$ cat src/rtl/imem_loader.sv
`timescale 1ns/1ps
// -----------------------------------------------------------------------------
// imem_loader
//
// Upstream feeder for the instruction memory's external-load port. Instruction
// words arrive on a valid/ready stream and are packed into pairs. Each complete
// pair is written with a single-cycle strobe at consecutive addresses, starting
// at address 0 for every session. While a session runs, busy stays high so the
// fetch stage remains stalled.
//
// Optional feature macro: IMEM_LOADER_CHECKSUM_EN
//   defined   -> checksum is an XOR accumulator over every accepted word,
//                cleared when a session is started.
//   undefined -> checksum is tied to zero and no accumulator is built.
//
// Parameters:
//   INS_ADDRESS        instruction memory address width
//   INS_W              instruction word width
//
// Ports:
//   clk                clock, all logic on the rising edge
//   rst_n              synchronous active-low reset
//   load_start         session start pulse (honoured only when not busy)
//   load_count         number of word pairs, saturated to 2^INS_ADDRESS
//   s_valid / s_data   stream word input
//   s_ready            loader accepts s_data this cycle
//   enable_load_ex_mem memory write strobe, one cycle per pair
//   InstExMemAddress   write address
//   InstExMemData1     first word of the pair
//   InstExMemData2     second word of the pair
//   busy               session in progress
//   done               last session completed, held until the next start
//   checksum           XOR of accepted words (see macro above)
// -----------------------------------------------------------------------------
module imem_loader #(
  parameter int INS_ADDRESS = 9,
  parameter int INS_W       = 32
) (
  input  logic                   clk,
  input  logic                   rst_n,
  input  logic                   load_start,
  input  logic [INS_ADDRESS:0]   load_count,
  input  logic                   s_valid,
  input  logic [INS_W-1:0]       s_data,
  output logic                   s_ready,
  output logic                   enable_load_ex_mem,
  output logic [INS_ADDRESS-1:0] InstExMemAddress,
  output logic [INS_W-1:0]       InstExMemData1,
  output logic [INS_W-1:0]       InstExMemData2,
  output logic                   busy,
  output logic                   done,
  output logic [INS_W-1:0]       checksum
);

  typedef enum logic [2:0] {
    ST_IDLE  = 3'd0,
    ST_FILL1 = 3'd1,
    ST_FILL2 = 3'd2,
    ST_WRITE = 3'd3,
    ST_DONE  = 3'd4
  } state_t;

  // Largest pair count a session may request: one write per address.
  localparam logic [INS_ADDRESS:0]   CNT_MAX  = {1'b1, {INS_ADDRESS{1'b0}}};
  localparam logic [INS_ADDRESS:0]   CNT_ONE  = {{INS_ADDRESS{1'b0}}, 1'b1};
  localparam logic [INS_ADDRESS:0]   CNT_ZERO = {(INS_ADDRESS+1){1'b0}};
  localparam logic [INS_ADDRESS-1:0] ADDR_ONE = {{(INS_ADDRESS-1){1'b0}}, 1'b1};

  state_t                   state_r;
  state_t                   state_nxt_s;
  logic                     start_s;
  logic                     hs_fill1_s;
  logic                     hs_fill2_s;
  logic                     last_pair_s;
  logic [INS_ADDRESS:0]     count_sat_s;

  logic [INS_ADDRESS:0]     count_r;
  logic [INS_ADDRESS:0]     pair_cnt_r;
  logic [INS_ADDRESS-1:0]   addr_r;
  logic [INS_W-1:0]         data1_r;

  logic                     s_ready_r;
  logic                     enable_r;
  logic                     busy_r;
  logic                     done_r;
  logic [INS_ADDRESS-1:0]   mem_addr_r;
  logic [INS_W-1:0]         mem_data1_r;
  logic [INS_W-1:0]         mem_data2_r;

  // Saturate the requested pair count so the address never wraps in a session.
  always_comb begin
    count_sat_s = load_count;
    if (load_count > CNT_MAX) begin
      count_sat_s = CNT_MAX;
    end else begin
      count_sat_s = load_count;
    end
  end

  // The pair being written is the last one once the incremented counter
  // reaches the latched count.
  assign last_pair_s = ((pair_cnt_r + CNT_ONE) == count_r);

  // Next-state and handshake decode.
  always_comb begin
    state_nxt_s = state_r;
    start_s     = 1'b0;
    hs_fill1_s  = 1'b0;
    hs_fill2_s  = 1'b0;
    case (state_r)
      ST_IDLE, ST_DONE: begin
        if (load_start) begin
          start_s = 1'b1;
          if (count_sat_s == CNT_ZERO) begin
            state_nxt_s = ST_DONE;
          end else begin
            state_nxt_s = ST_FILL1;
          end
        end else begin
          state_nxt_s = state_r;
        end
      end
      ST_FILL1: begin
        if (s_valid) begin
          hs_fill1_s  = 1'b1;
          state_nxt_s = ST_FILL2;
        end else begin
          state_nxt_s = ST_FILL1;
        end
      end
      ST_FILL2: begin
        if (s_valid) begin
          hs_fill2_s  = 1'b1;
          state_nxt_s = ST_WRITE;
        end else begin
          state_nxt_s = ST_FILL2;
        end
      end
      ST_WRITE: begin
        if (last_pair_s) begin
          state_nxt_s = ST_DONE;
        end else begin
          state_nxt_s = ST_FILL1;
        end
      end
      default: begin
        state_nxt_s = ST_IDLE;
      end
    endcase
  end

  // State register.
  always_ff @(posedge clk) begin
    if (!rst_n) begin
      state_r <= ST_IDLE;
    end else begin
      state_r <= state_nxt_s;
    end
  end

  // Status flags are registered from the next state so they line up with it.
  always_ff @(posedge clk) begin
    if (!rst_n) begin
      s_ready_r <= 1'b0;
      enable_r  <= 1'b0;
      busy_r    <= 1'b0;
      done_r    <= 1'b0;
    end else begin
      s_ready_r <= (state_nxt_s == ST_FILL1) || (state_nxt_s == ST_FILL2);
      enable_r  <= (state_nxt_s == ST_WRITE);
      busy_r    <= (state_nxt_s == ST_FILL1) || (state_nxt_s == ST_FILL2) ||
                   (state_nxt_s == ST_WRITE);
      done_r    <= (state_nxt_s == ST_DONE);
    end
  end

  // Session count, pair counter and running address.
  always_ff @(posedge clk) begin
    if (!rst_n) begin
      count_r    <= CNT_ZERO;
      pair_cnt_r <= CNT_ZERO;
      addr_r     <= {INS_ADDRESS{1'b0}};
    end else if (start_s) begin
      count_r    <= count_sat_s;
      pair_cnt_r <= CNT_ZERO;
      addr_r     <= {INS_ADDRESS{1'b0}};
    end else if (state_r == ST_WRITE) begin
      pair_cnt_r <= pair_cnt_r + CNT_ONE;
      addr_r     <= addr_r + ADDR_ONE;
    end else begin
      pair_cnt_r <= pair_cnt_r;
      addr_r     <= addr_r;
    end
  end

  // First word of a pair waits here until its partner arrives.
  always_ff @(posedge clk) begin
    if (!rst_n) begin
      data1_r <= {INS_W{1'b0}};
    end else if (hs_fill1_s) begin
      data1_r <= s_data;
    end else begin
      data1_r <= data1_r;
    end
  end

  // Memory port registers load only when a pair completes, so address and
  // data are stable through the write cycle and hold afterwards.
  always_ff @(posedge clk) begin
    if (!rst_n) begin
      mem_addr_r  <= {INS_ADDRESS{1'b0}};
      mem_data1_r <= {INS_W{1'b0}};
      mem_data2_r <= {INS_W{1'b0}};
    end else if (hs_fill2_s) begin
      mem_addr_r  <= addr_r;
      mem_data1_r <= data1_r;
      mem_data2_r <= s_data;
    end else begin
      mem_addr_r  <= mem_addr_r;
      mem_data1_r <= mem_data1_r;
      mem_data2_r <= mem_data2_r;
    end
  end

`ifdef IMEM_LOADER_CHECKSUM_EN
  logic [INS_W-1:0] checksum_r;

  // XOR accumulator over every accepted stream word of the current session.
  always_ff @(posedge clk) begin
    if (!rst_n) begin
      checksum_r <= {INS_W{1'b0}};
    end else if (start_s) begin
      checksum_r <= {INS_W{1'b0}};
    end else if (hs_fill1_s || hs_fill2_s) begin
      checksum_r <= checksum_r ^ s_data;
    end else begin
      checksum_r <= checksum_r;
    end
  end

  assign checksum = checksum_r;
`else
  assign checksum = {INS_W{1'b0}};
`endif

  assign s_ready            = s_ready_r;
  assign enable_load_ex_mem = enable_r;
  assign busy               = busy_r;
  assign done               = done_r;
  assign InstExMemAddress   = mem_addr_r;
  assign InstExMemData1     = mem_data1_r;
  assign InstExMemData2     = mem_data2_r;

endmodule

$ cat config.mk
export PLATFORM = sky130hd
export DESIGN_NAME = imem_loader
export DESIGN_NICKNAME = d
export VERILOG_FILES = /design/src/rtl/imem_loader.sv
export SDC_FILE = /design/constraint.sdc
export NUM_CORES = 1
export LEC_CHECK = 0
export BUFFER_PORTS_ARGS = -buffer_cell sky130_fd_sc_hd__buf_2
export CELL_PAD_IN_SITES_DETAIL_PLACEMENT = 0
export CELL_PAD_IN_SITES_GLOBAL_PLACEMENT = 2
export CORE_ASPECT_RATIO = 1.4
export CORE_MARGIN = 1
export CORE_UTILIZATION = 30
export CTS_CLUSTER_SIZE = 12
export DETAILED_ROUTE_END_ITERATION = 6
export PLACE_DENSITY_LB_ADDON = 0.3
export SYNTH_ARGS = -nofsm -noshare
export SYNTH_HDL_FRONTEND = slang
export SYNTH_SLANG_ARGS = --single-unit
$ cat constraint.sdc
create_clock -name clk -period 2.6 [get_ports clk]
set_input_delay 0 -clock clk [delete_from_list [all_inputs] [get_ports clk]]
set_output_delay 0 -clock clk [all_outputs]
set_load 0.05 [all_outputs]
**After elaboration in Yosys (flattened, before gate mapping)**

Cells that the tools add are included.

- Memory bits (writable): 0
- Output and inout bits: 109
- Memories: 0
- Memory bits (read-only): 0
- Bits in registers: 141
- Bits in latches: 0

- Divide/modulo/power cells: 0
- Bitwise gates (word level): 1
- $lt $le $gt $ge: 1
- Add/sub/neg operators: 2
- Reductions and logical operators: 6
- Shift-type cells: 0
- Mux-type cells: 12
- $mul: 0
- Equal/unequal tests: 9

Operators by type and width:

| cell | count |
|---|---|
| 3-bit by 2-bit == test with 1-bit output, second input constant | 4 |
| 3-bit one-hot mux with 4 select lines | 1 |
| 10-bit by 1-bit adder with 10-bit output, second input constant | 1 |
| 10-bit == test | 1 |
| 10-bit greater-than comparator, second input constant | 1 |
| 10-bit logical NOT | 1 |
| 10-bit two-way mux | 1 |
| 9-bit by 1-bit adder with 9-bit output, second input constant | 1 |
| 3-bit two-way mux | 3 |
| 3-bit by 1-bit == test with 1-bit output, second input constant | 2 |
| 3-bit == test, second input constant | 2 |
| 1-bit two-way mux | 6 |
| 2-bit OR reduction | 2 |
| 3-bit logical NOT | 1 |
| 1-bit logical OR | 2 |
| 2-bit two-way mux | 1 |
| 1-bit NOT | 1 |

**Logic depth before layout (Yosys ltp)**

- Depth after elaboration: 9
- Mapped depth: 8
- Depth with buffers taken out: 7

**Worst setup path after synthesis**

Ideal clock, no wire load.

- Kind: register to register
- From: register pair_cnt_r[1]
- To: register s_ready_r, in the netlist s_ready
- Cell stages (with the launch flop): 9
- Buffers on the path: 1
- Clock period less this slack: 1.940 ns
- Data arrival time: 1.810 ns
- Path slack: 0.660 ns
- Cells stage by stage: dfxtp_1 -> ha_1 -> buf_6 -> nand4_1 -> o21ai_0 -> nor4b_1 -> nor4_1 -> o41ai_2 -> nor3_1

- Longest elaborated chain between the ends: 6

RTL lines:

| element | line | text |
|---|---|---|
| start: declaration | 78 | `logic [INS_ADDRESS:0] pair_cnt_r;` |
| start signal: assignment | 188 | `pair_cnt_r <= pair_cnt_r + CNT_ONE;` |
| start signal: assignment | 191 | `pair_cnt_r <= pair_cnt_r;` |
| 10-bit by 1-bit adder with 10-bit output (*) | 102 | `assign last_pair_s = ((pair_cnt_r + CNT_ONE) == count_r);` |
| 10-bit == test (*) | 102 |  |
| 3-bit two-way mux (*) | 140 | `if (last_pair_s) begin` |
| 3-bit one-hot mux with 4 select lines (*) | 110 | `case (state_r)` |
| 3-bit by 1-bit == test with 1-bit output / 3-bit by 2-bit == test with 1-bit output (equally long branches) | 169 | `s_ready_r <= (state_nxt_s == ST_FILL1) \|\| (state_nxt_s == ST_FILL2);` |
| 1-bit logical OR (*) | 169 |  |
| end signal: assignment | 169 |  |
| end: declaration | 82 | `logic s_ready_r;` |

Every way passes the cells marked *; elsewhere a longest branch is shown, timed or not.
A chain may end at the register's enable or synchronous reset.

**Worst setup path after layout**

- From: register pair_cnt_r[0]
- To: register s_ready_r, in the netlist s_ready

Same word-level chain as after synthesis.

==> metrics.md <==
| Metric | Value |
|---|---|
| Result of the run | `complete, no violations` |
| Cell family with most CP delay | `compound AO/OA/AOI/OAI gates` |
| H-tree levels | `4` |
| Most used DFF post-synth | `dfxtp_1` |
| Iter 0 DRT Violations | `240` |
| # fillers | `2,092` |
| Synthesized area | `5870 um^2` |
| Clock latency on the worst-skew pair | `410 ps` |
| # setup viols final | `0` |
| Sequential fraction of the synthesis area | `48.1%` |
| Detailed Routing Iterations Pass 1 | `4` |
| Syn Area/Cell | `8.48 um^2` |
| Final min period | `2250 ps` |
| Least-Margin Pin Slew | `700 ps` |
| Worst Setup Slack post-DPL | `323 ps` |
| Post-Synth XOR/XNOR Area | `4.01%` |
| Post-Synth Adder-Cell Area | `0.427%` |
| Vias/cell | `4.49` |
| Die H | `167 um` |
| Max incr delay on CP | `500 ps` |
| Cell Pwr Density | `667 nW/um^2` |
| Fin. max-slew vios | `0` |
| RD Place Congestion | `0.876` |
| Final net count | `889` |
| Synth Area in Simple Gates | `21.5%` |
| CTS clk-pin slew, worst paths | `50 ps` |
| Post-Syn Instances | `692` |
| Count of buffer and inverter cells on the critical path | `0` |
| Largest family of logic cells by synthesized area | `simple AND/OR/NAND/NOR gates` |
| Setup TNS after final layout | `0 ps` |
| Drt drc | `0` |
| IO buf count | `122` |
| Final ANT Viol Nets | `0` |
| Total wire length | `14.8 mm` |
| Critical path arrival | `2530 ps` |
| Synth Warn # | `0` |
| ANT cells | `0` |
| Max_slew headroom | `53.2%` |
| Slowest CP cell | `o41ai_2` |
| Max Buffers Root-to-Sink | `2` |
| Placement Rows | `60` |
| DP Area | `6520 um^2` |
| Worst setup EP type | `register` |
| First-pass GRT wire length | `24.2 mm` |
| CTS Root Cell | `clkbuf_16` |
| GRT overflow | `0` |
| DP Wirelength | `9.90 mm` |
| Placed Instances | `1,027` |
| Share of cells above drive strength 1 | `20.2%` |
| Final Hold Vio Count | `0` |
| Pleak | `2.94 nW` |
| Cell breakdown of the critical path | `ha_2, nand4_1, o21ai_0, nor4b_1, nor4_1, o41ai_2, nor3_1` |
| Max Freq | `444 MHz` |
| Die Area | `20,100 um^2` |
| Initial antenna violation count | `0` |
| Vias in the first global route | `4,868` |
| Final setup margin | `348 ps` |
| Compound-Gate Fraction of Synth Area | `17.5%` |
| Cts bufs inserted | `17` |
| Starting Density | `30.5%` |
| Number of synthesized flops with an enable pin | `0` |
| Ys async rst share | `0%` |
| Setup crit start kind | `register` |
| Critical path fanouts, max | `8` |
| Pin count of the biggest net entering global routing | `55` |
| Worst Setup Path Type | `reg2reg` |
| WP data required | `2870 ps` |
| # IOs | `155` |
| Flops & latches, synth | `141` |
| Sink Count | `141` |
| Clock skew | `7.80 ps` |
| Mux contribution to synthesized area | `0.512%` |
| Final cell count without fillers | `1,101` |
| Total of max-cap violations | `0` |
| Maximum vdd drop | `411 uV` |
| Worst min-delay path class | `in2reg` |
| Die Span X | `120 um` |
| Gr usage total | `15.2%` |
| Synthesis-to-layout area growth | `28.1%` |
| CTS tree | `built` |
| Final instance area | `7520 um^2` |
| RSZ-0062 raised after global routing | `false` |
| Vias post-DR | `4,939` |
| Post-route clock period utilization | `86.6%` |
| Core box area | `19,200 um^2` |
| # Post-CTS Setup Buffers | `0` |
| Routed length per instance | `13.5 um` |
| Synth unique cells | `43` |
## cell families (layout without fill, tap and decap cells)
kind of cell	Yosys count	in the layout
flops	141	141
other cells	1	32
simple gates	304	304
mux	3	3
buf+inv	76	206
xor+xnor	26	26
compound gates	139	139
fa+ha+maj	2	2
## stage by stage
step                utilization, %  power (W)  hold WS (ps)
finish                        39.1    0.00501          52.5
global route                  39.1    0.00524          59.5
CTS                           39.1    0.00510          25.8
detailed placement            33.9    0.00271           232
global placement              33.9    0.00271           232
floorplan                        -    0.00263           126
## tightest hold or removal path, stage by stage
cell,delay [ps]
buf_2,110
nor3b_1,130
a21oi_1,120
nor2b_1,50
## state kept, by name, summed over array words and instances (netlist names)
name,count
enable_load_ex_mem,1
done,1
InstExMemData1,32
data1_r,32
InstExMemAddress,9
addr_r,9
busy,1
state_r,3
count_r,10
pair_cnt_r,10
s_ready,1
InstExMemData2,32
## what timing repair did
item | 4_1_cts | 5_1_grt
hold endpoints to repair | 75 | 0
gates resized for setup | 0 | 1
endpoints found under the setup margin | 0 | 1
hold buffers | 43 | 0
## Yosys cell counts (2+ instances only)
| cell | number | share of area [%] |
|---|---|---|
| nor2_1 | 23 | 1.5 |
| buf_6 | 3 | 0.58 |
| or2_2 | 2 | 0.21 |
| nor3_1 | 8 | 0.68 |
| nand2b_1 | 2 | 0.21 |
| mux2i_1 | 3 | 0.51 |
| a22o_1 | 8 | 1.2 |
| dfxtp_1 | 141 | 48 |
| a21oi_1 | 11 | 0.94 |
| a21boi_0 | 106 | 14 |
| nor3b_1 | 2 | 0.26 |
| o21ai_0 | 5 | 0.43 |
| buf_4 | 33 | 4.2 |
| and3_1 | 3 | 0.32 |
| ha_1 | 2 | 0.43 |
| nand2_1 | 228 | 15 |
| nor4_1 | 5 | 0.53 |
| clkbuf_8 | 2 | 0.47 |
| and2_1 | 3 | 0.32 |
| or3_1 | 4 | 0.43 |
| xor2_1 | 12 | 1.8 |
| buf_1 | 5 | 0.32 |
| nand4_1 | 7 | 0.75 |
| nand3_1 | 9 | 0.77 |
| o21a_1 | 4 | 0.51 |
| nor2b_1 | 4 | 0.43 |
| xnor2_1 | 13 | 1.9 |
| clkbuf_1 | 29 | 1.9 |
## path summary, 6_finish.rpt
path | to | start | depth (start not counted) | slack, ps
worst max-delay path | s_ready | pair_cnt_r[0] | 7 | 350
worst min register to register | InstExMemData1[18] | InstExMemData1[18] | 2 | 460
worst min-delay path | count_r[8] | load_count[8] | 4 | 50
worst max register to register | s_ready | pair_cnt_r[0] | 7 | 350
## per-layer routing
layer  up-vias  wire length [um]  GRT usage [%]
met4         0               350           6.36
met2       108              7500           27.0
met1      2306              6420           17.0
met5         -                 0              0
met3        18               579           3.88
li1       2507                 -              -
## power by group
group | internal, W | leakage, nW | total, W | switching (W)
registers | 0.00221 | 1.14 | 0.00224 | 0.0000306
logic | 0.000152 | 1.53 | 0.000472 | 0.000320
clock network | 0.00137 | 0.272 | 0.00230 | 0.000932
total | 0.00373 | 2.94 | 0.00501 | 0.00128
## cell usage in the layout, fill, tap and decap left out, types with 3 or more instances in the layout
cell type	n
nor2b_1	4
and3_1	3
conb_1	32
nor3_1	8
nand4_1	7
or3_1	4
buf_4	9
nand2_1	227
clkbuf_16	17
nor2_1	23
clkinvlp_4	3
xnor2_1	13
nor4_1	5
clkinv_2	3
o21ai_0	5
a22o_1	8
inv_6	4
mux2i_1	3
dlygate4sd3_1	43
a21boi_0	106
dfxtp_1	141
o21a_1	4
nand3_1	9
xor2_1	12
a21oi_1	11
buf_2	122
## layout make-up
type	count	area [um^2]	share of cell area [%]
sequential	141	2820	37.6
clock inverter	12	111	1.48
inverter	1	3.75	0.0499
clock buffer	19	453	6.03
tap	248	310	4.13
timing repair buffer	174	1110	14.7
multi-input combinational	506	2710	36.0
Note: power is estimated with default switching activity, not from simulation.
